===== src/rtl/writeback_stage.sv =====
// rtl/writeback_stage.sv - RV32 writeback stage driving the register-file write port
// Optional WB_FWD_EN publishes the in-flight result for EX-stage forwarding.
module writeback_stage #(
  parameter int TIMEOUT_CYC = 16,
  parameter int TO_W        = 5
) (
  input  logic        clk,
  input  logic        rst,
  input  logic        m_valid,
  output logic        m_ready,
  input  logic        m_regwrite,
  input  logic [4:0]  m_rd,
  input  logic [1:0]  m_result_src,
  input  logic [31:0] m_alu_result,
  input  logic [31:0] m_pc_plus4,
  input  logic [2:0]  m_funct3,
  input  logic        dmem_rvalid,
  input  logic [31:0] dmem_rdata,
  output logic        WE3,
  output logic [4:0]  A3,
  output logic [31:0] WD3,
  output logic        fwd_valid,
  output logic [4:0]  fwd_rd,
  output logic [31:0] fwd_data,
  output logic        wb_err
);

  typedef enum logic {IDLE, WAIT_LOAD} state_t;

  state_t          state;
  logic [TO_W-1:0] to_cnt;
  logic [4:0]      ld_rd;
  logic [2:0]      ld_f3;
  logic [1:0]      ld_addr;
  logic            ld_we;

  function automatic logic load_ok(input logic [2:0] f3, input logic [1:0] a);
    case (f3)
      3'b000, 3'b100: load_ok = 1'b1;
      3'b001, 3'b101: load_ok = ~a[0];
      3'b010:         load_ok = (a == 2'b00);
      default:        load_ok = 1'b0;
    endcase
  endfunction

  function automatic logic [31:0] load_ext(input logic [2:0] f3, input logic [1:0] a,
                                           input logic [31:0] w);
    logic [7:0]  b;
    logic [15:0] h;
    b = w[{a, 3'b000} +: 8];
    h = a[1] ? w[31:16] : w[15:0];
    case (f3)
      3'b000:  load_ext = {{24{b[7]}}, b};
      3'b100:  load_ext = {24'b0, b};
      3'b001:  load_ext = {{16{h[15]}}, h};
      3'b101:  load_ext = {16'b0, h};
      default: load_ext = w;
    endcase
  endfunction

  assign m_ready = (state == IDLE);

  always_ff @(posedge clk or negedge rst) begin
    if (!rst) begin
      state   <= IDLE;
      to_cnt  <= '0;
      ld_rd   <= '0;
      ld_f3   <= '0;
      ld_addr <= '0;
      ld_we   <= 1'b0;
      WE3     <= 1'b0;
      A3      <= '0;
      WD3     <= '0;
      wb_err  <= 1'b0;
    end else begin
      WE3 <= 1'b0;
      case (state)
        IDLE: begin
          // Any rvalid seen here, including in a load's own transfer cycle, is stray.
          if (dmem_rvalid) wb_err <= 1'b1;
          if (m_valid) begin
            case (m_result_src)
              2'b00, 2'b10: begin
                if (m_regwrite && (m_rd != 5'd0)) begin
                  WE3 <= 1'b1;
                  A3  <= m_rd;
                  WD3 <= (m_result_src == 2'b00) ? m_alu_result : m_pc_plus4;
                end
              end
              2'b01: begin
                ld_rd   <= m_rd;
                ld_f3   <= m_funct3;
                ld_addr <= m_alu_result[1:0];
                ld_we   <= m_regwrite && (m_rd != 5'd0);
                to_cnt  <= '0;
                state   <= WAIT_LOAD;
              end
              default: ;
            endcase
          end
        end
        WAIT_LOAD: begin
          if (dmem_rvalid) begin
            if (!load_ok(ld_f3, ld_addr)) begin
              wb_err <= 1'b1;
            end else if (ld_we) begin
              WE3 <= 1'b1;
              A3  <= ld_rd;
              WD3 <= load_ext(ld_f3, ld_addr, dmem_rdata);
            end
            to_cnt <= '0;
            state  <= IDLE;
          end else if (to_cnt == TO_W'(TIMEOUT_CYC - 1)) begin
            wb_err <= 1'b1;
            to_cnt <= '0;
            state  <= IDLE;
          end else begin
            to_cnt <= to_cnt + 1'b1;
          end
        end
        default: state <= IDLE;
      endcase
    end
  end

`ifdef WB_FWD_EN
  // While a load is outstanding the consumer must stall on ld_rd.
  assign fwd_valid = WE3;
  assign fwd_rd    = (state == WAIT_LOAD) ? ld_rd : A3;
  assign fwd_data  = WD3;
`else
  assign fwd_valid = 1'b0;
  assign fwd_rd    = 5'd0;
  assign fwd_data  = 32'd0;
`endif

endmodule


===== config.mk =====
export PLATFORM = sky130hd
export DESIGN_NAME = writeback_stage
export DESIGN_NICKNAME = d
export VERILOG_FILES = /design/src/rtl/writeback_stage.sv
export SDC_FILE = /design/constraint.sdc
export NUM_CORES = 1
export LEC_CHECK = 0
export CAP_MARGIN = 15
export CORE_ASPECT_RATIO = 0.6
export CORE_MARGIN = 4
export CORE_UTILIZATION = 46
export CTS_BUF_LIST = sky130_fd_sc_hd__clkbuf_4
export DETAILED_ROUTE_END_ITERATION = 8
export PLACE_DENSITY = 0.87
export SLEW_MARGIN = 40
export SYNTH_ARGS = -nofsm -noshare
export SYNTH_HDL_FRONTEND = slang
export SYNTH_SLANG_ARGS = --single-unit
export TNS_END_PERCENT = 5

===== constraint.sdc =====
create_clock -name clk -period 3 [get_ports clk]
set_input_delay 0.45 -clock clk [delete_from_list [all_inputs] [get_ports clk]]
set_output_delay 0.45 -clock clk [all_outputs]
set_load 0.02 [all_outputs]

# Yosys cells after proc, flatten, opt, wreduce, memory -nomap -nowiden
# Cells that the tools add are included.
dict set report word_totals {
  reg_bits 56
  word_cells 85
  out_inout_bits 78
}
dict set report op_classes {
  mux 42
  n_eq_ne 17
  n_addsub 1
  shift 1
  bitwise 2
  reduce_logical 12
}
# operator count
set ops {}
lappend ops {{32-bit 2-to-1 mux} 7}
lappend ops {{32-bit case mux with 4 select lines} 1}
lappend ops {{32-bit case mux with 2 select lines} 1}
lappend ops {{5-bit 2-to-1 mux} 10}
lappend ops {{32-bit by 6-bit indexed part select with 8-bit output} 1}
lappend ops {{5-bit case mux with 2 select lines} 2}
lappend ops {{1-bit 2-to-1 mux} 16}
lappend ops {{16-bit 2-to-1 mux} 1}
lappend ops {{2-bit by 1-bit inequality test with 1-bit output (second input constant)} 6}
lappend ops {{3-bit equality test (second input constant)} 2}
lappend ops {{1-bit case mux with 2 select lines} 3}
lappend ops {{3-bit AND reduction} 2}
lappend ops {{6-bit AND reduction} 1}
lappend ops {{2-bit OR reduction} 3}
lappend ops {{5-bit by 1-bit adder with 5-bit output (second input constant)} 1}
lappend ops {{5-bit by 4-bit equality test with 1-bit output (second input constant)} 1}
lappend ops {{5-bit nonzero test} 1}
lappend ops {{2-bit logical NOT} 2}
lappend ops {{2-bit inequality test (second input constant)} 2}
lappend ops {{3-bit by 1-bit equality test with 1-bit output (second input constant)} 1}
lappend ops {{3-bit by 2-bit equality test with 1-bit output (second input constant)} 1}
lappend ops {{3-bit logical NOT} 1}
lappend ops {{3-bit by 2-bit inequality test with 1-bit output (second input constant)} 1}
lappend ops {{3-bit inequality test (second input constant)} 1}
lappend ops {{6 further kinds} 7}

# Logic depth before layout (Yosys ltp)
dict set report logic_depth {
  word_depth 8
  depth_mapped 7
  mapped_depth_nobuf 5
}

# Worst setup path after synthesis
# No wires, ideal clock.
dict set report synth_timing {
  path_type {input-to-reg}
  start {input port m_rd[3]}
  end {register WD3[14]}
  setup_ps 125
  required_ps 2875
  setup_slack_ps 1066
  n_path_buf 1
  t_arrival_ps 1809
  stages 6
  path_cell_list {or4_4 o21ai_4 and2_1 buf_2 inv_2 mux2_4}
}
dict set report synth_between {
  elab_chain_cells 4
}
# item line_no
set synth_lines {}
lappend synth_lines {{from (decl)} 12} ;# input logic [4:0] m_rd,
lappend synth_lines {{5-bit nonzero test} 84} ;# if (m_regwrite && (m_rd != 5'd0)) begin
lappend synth_lines {{1-bit logical AND} 84}
lappend synth_lines {{2-bit by 1-bit inequality test with 1-bit output (no source line)} --}
lappend synth_lines {{6-bit AND reduction (no source line)} --}
lappend synth_lines {{to (signal assigned)} 87} ;# WD3 <= (m_result_src == 2'b00) ? m_alu_result : m_pc_plus4;
lappend synth_lines {{to (signal assigned)} 109} ;# WD3 <= load_ext(ld_f3, ld_addr, dmem_rdata);
lappend synth_lines {{to (decl)} 21} ;# output logic [31:0] WD3,
# Every way passes these cells.
# A chain may end at the register's enable or synchronous reset.

# Worst setup path after layout
dict set report layout_timing {
  start {register state}
  end {output port m_ready}
}
dict set report layout_between {
  elab_chain_cells 1
}
# item line_no
set layout_lines {}
lappend layout_lines {{from (decl)} 30} ;# state_t state;
lappend layout_lines {{from (signal assigned)} 65} ;# state <= IDLE;
lappend layout_lines {{from (signal assigned)} 96} ;# state <= WAIT_LOAD;
lappend layout_lines {{from (signal assigned)} 112} ;# state <= IDLE;
lappend layout_lines {{1-bit NOT (no source line)} --}
lappend layout_lines {{to (decl)} 10} ;# output logic m_ready,
# Every way passes these cells.

==> flow_summary_export.csv <==
group,metric,value,unit
status,status,"completed",
floorplan,dieHeight,80.19,um
sta,report.final.setup_viol,0,
global_route,globalRoute.totalOverflow,0,
sta,final.setup_skew,0.01043,ns
cells_and_area,fin_nets,669,
floorplan,floorplan.io_pins,189,
sta,fin_max_slew_vios,0,
synthesis,yosys_warnings,0,
clock_tree,cts_hold_buf,0,
synthesis,post-synth-top-area-cell,"dfrtp_1",
global_route,globalRouteMet2Util,39.51,%
setup_path,worst-r2r-cell-count,4,
sta,timing.fmax,417.3,MHz
cells_and_area,most_common_cell_after_layout_fill_and_taps_aside,"clkdlybuf4s50_1",
synthesis,synthTopCellsByArea,"dfrtp_1, buf_4, mux2_2",
setup_path,timing.critical_path.required,2.55,ns
setup_path,worst_setup_path_start_kind,"flip-flop",
setup_path,critPathMaxStageDelay,0.67,ns
power_and_ir_drop,power_switching_share,40.94,%
setup_path,cp_cell_sequence,"inv_1 -> clkdlybuf4s50_1",
power_and_ir_drop,powerDensity,546.4,nW/um2
routing,residual_drc_count,0,
sta,timing.final.crit_period,2.397,ns
global_route,largest_net_degree_at_the_start_of_global_routing,46,
global_route,globalRouteMet3Util,7.110,%
clock_tree,ctsRootBufferMaster,"clkbuf_4",
clock_tree,cts_sinks,56,
synthesis,synth_enable_flop_cells,0,
power_and_ir_drop,sequentialPowerShare,37.3,%
floorplan,floorplan.die_area,10290,um2
sta,setup_total_negative_slack,0,ns
placement,dp.final_hpwl,10450,um
global_route,grtUsageTotal,26.17,%
cells_and_area,drive_above_1_share,12.37,%
cells_and_area,mostFrequentLayoutCells,"clkdlybuf4s50_1, dfrtp_1, conb_1",
power_and_ir_drop,internal-power,1775,uW
global_route,global_route.peak_usage_layer,"met2",
clock_tree,cts_htree_levels,2,
clock_tree,cts_made_buffers,5,
synthesis,synth_seq_cells,56,
sta,final-hold-violation-count,0,
cells_and_area,stdcell_count,670,
setup_path,r2r_end,"WD3[16]$_DFFE_PN0P_",
synthesis,mappedNetlistArea,3995,um2
power_and_ir_drop,ir_worst_vdd,0.3297,mV
placement,place_congestion,0.8737,
setup_path,worst_setup_path_end_kind,"output port",
setup_path,timing.critical_path.depth,2,
power_and_ir_drop,clkPwrFrac,12.0,%
synthesis,number_of_distinct_library_cells_after_synthesis,49,
power_and_ir_drop,leakagePower,0.002198,uW
clock_tree,cts_setup_buffers,0,
clock_tree,tritoncts,"done",
power_and_ir_drop,power.combinational.fraction,50.7,%
setup_path,setup_slack_of_the_worst_register_to_register_path,0.77,ns
synthesis,synthesis.area_per_instance,9.445,um2
sta,worstMarginPinSlew,0.8434,ns
routing,route.detailed.wl_per_inst,20.54,um
synthesis,synth_top_flop_cell,"dfrtp_1",
floorplan,placementRows,26,
setup_path,r2r_start,"ld_f3[1]$_DFFE_PN0P_",
floorplan,dieWidth,128.3,um
global_route,initial_antenna_violation_count,0,
synthesis,synth_sequential_area_ratio,35.08,%
setup_path,critical_path_peak_fanout,19,
sta,rel_slew_slack,43.77,%
routing,antenna_left,0,
routing,drt_first_iter_violations,287,
power_and_ir_drop,power.switching,1230,uW
setup_path,crit_slowest_cell,"clkdlybuf4s50_1",
routing,via_per_inst,5.888,
placement,numPlacedInstances,662,
synthesis,netlist_instances,423,
setup_path,crit_type,"flip-flop to output port",
cells_and_area,num_antenna_cells,0,
placement,placement.cell_area,5439,um2
run,max_cap_viol_count,0,
floorplan,placeableCoreArea,8491,um2
setup_path,critPathBufInv,2,
global_route,grt_use_met1,37.94,%
cells_and_area,design_area,5499,um2
cells_and_area,postLayoutCoreUtil,64.77,%
global_route,global_route_wire_length_before_repair,21180,um
global_route,via_count_of_the_first_global_routing_pass,3949,
routing,routed_wirelength,13760,um
placement,port_buffers,150,
clock_tree,cts-resized-gates,0,
setup_path,startpoint,"state$_DFF_PN0_",
floorplan,initial_core_util,47.05,%
setup_path,critical_path.top_delay_family,"buffers and inverters",
min_path,min_path_type,"primary input to async pin",
synthesis,ys_async_sr_fraction,100.0,%
clock_tree,worst_skew_late_latency,0.40,ns
cells_and_area,area_growth_synth_to_finish,37.64,%
clock_tree,max-clock-path-buffers,2,
clock_tree,clkSlewWorstSetupHoldPaths,0.17,ns
synthesis,area_share_of_the_leading_cell_type_in_the_synthesized_netlist,35.08,%
sta,rsz_0062_raised_after_global_routing,"false",
sta,finalCritPeriodShare,79.89,%
power_and_ir_drop,power,3005,uW
routing,detailroute.via_count,3945,
routing,drtPass1Iterations,5,
setup_path,critPathArrivalTime,1.95,ns
==> per-stage QoR <==
stage / setup slack [ns] / hold WS [ns]
global route: 0.4954 / 0.05096
floorplan: 1.066 / 0.1544
global placement: 0.5475 / 0.4638
CTS: 0.5933 / 0.04364
detailed placement: 0.5658 / 0.4864
finish: 0.6034 / 0.03958
==> state kept, by name, summed over array words and instances, names as in the netlist <==
signal and cells:
to_cnt 5, ld_we 1, ld_f3 3, ld_rd 5, state 1, WD3 32
A3 5, wb_err 1, WE3 1, ld_addr 2
==> area by class of cell <==
class / instances / area [um2]
tap: 112 / 140.1
inverter: 6 / 22.52
sequential: 56 / 1403
clock inverter: 3 / 22.52
clock buffer: 5 / 37.54
timing repair buffer: 166 / 1619
fill: 719 / 2992
multi-input combinational: 322 / 2255
==> layer usage <==
layer  routed length (um)  part of all wire (%)
met1                 6205                    45
met2                 6039                    44
met3                 1422                    10
met4                   96                  0.70
met5                    0                     0
==> worst max path at each step <==
| stage | endpoint | slack (ns) |
|---|---|---|
| 5_1_grt | m_ready | 0.50 |
| 2_1_floorplan | WD3[14]$_DFFE_PN0P_ | 1.07 |
| 3_3_place_gp | WD3[30]$_DFFE_PN0P_ | 0.55 |
| 4_1_cts | m_ready | 0.59 |
| 6_report | m_ready | 0.60 |
| 3_5_place_dp | WD3[15]$_DFFE_PN0P_ | 0.57 |
==> synth_stat cells (11+ instances only) <==
master    instances
dfrtp_1          56
buf_4            38
nand3_1          31
clkbuf_1         27
o21ai_0          25
mux2_2           24
o31ai_1          23
nor2b_1          21
nand2_1          18
a211oi_1         17
a21oi_1          11
a221oi_1         11
==> cells by family after synthesis <==
| logic type | synth area share [%] |
|---|---|
| AOI/OAI and AO/OA | 27.15 |
| adders and majority gates | 0.3131 |
| buffers and inverters | 12.15 |
| DFF | 35.08 |
| muxes | 10.34 |
| other | 0.09387 |
| and+or+nand+nor | 14.88 |
==> power by group through the flow <==
stage	Sequential (uW)	Clock (uW)	Combinational (uW)
after floorplan	1290	0	699
after global placement	1130	0	1480
after detailed placement	1130	0	1520
after CTS	1120	371	1520
after global routing	1140	410	1630
final	1120	361	1520
Power figures use the tool's default switching activity.
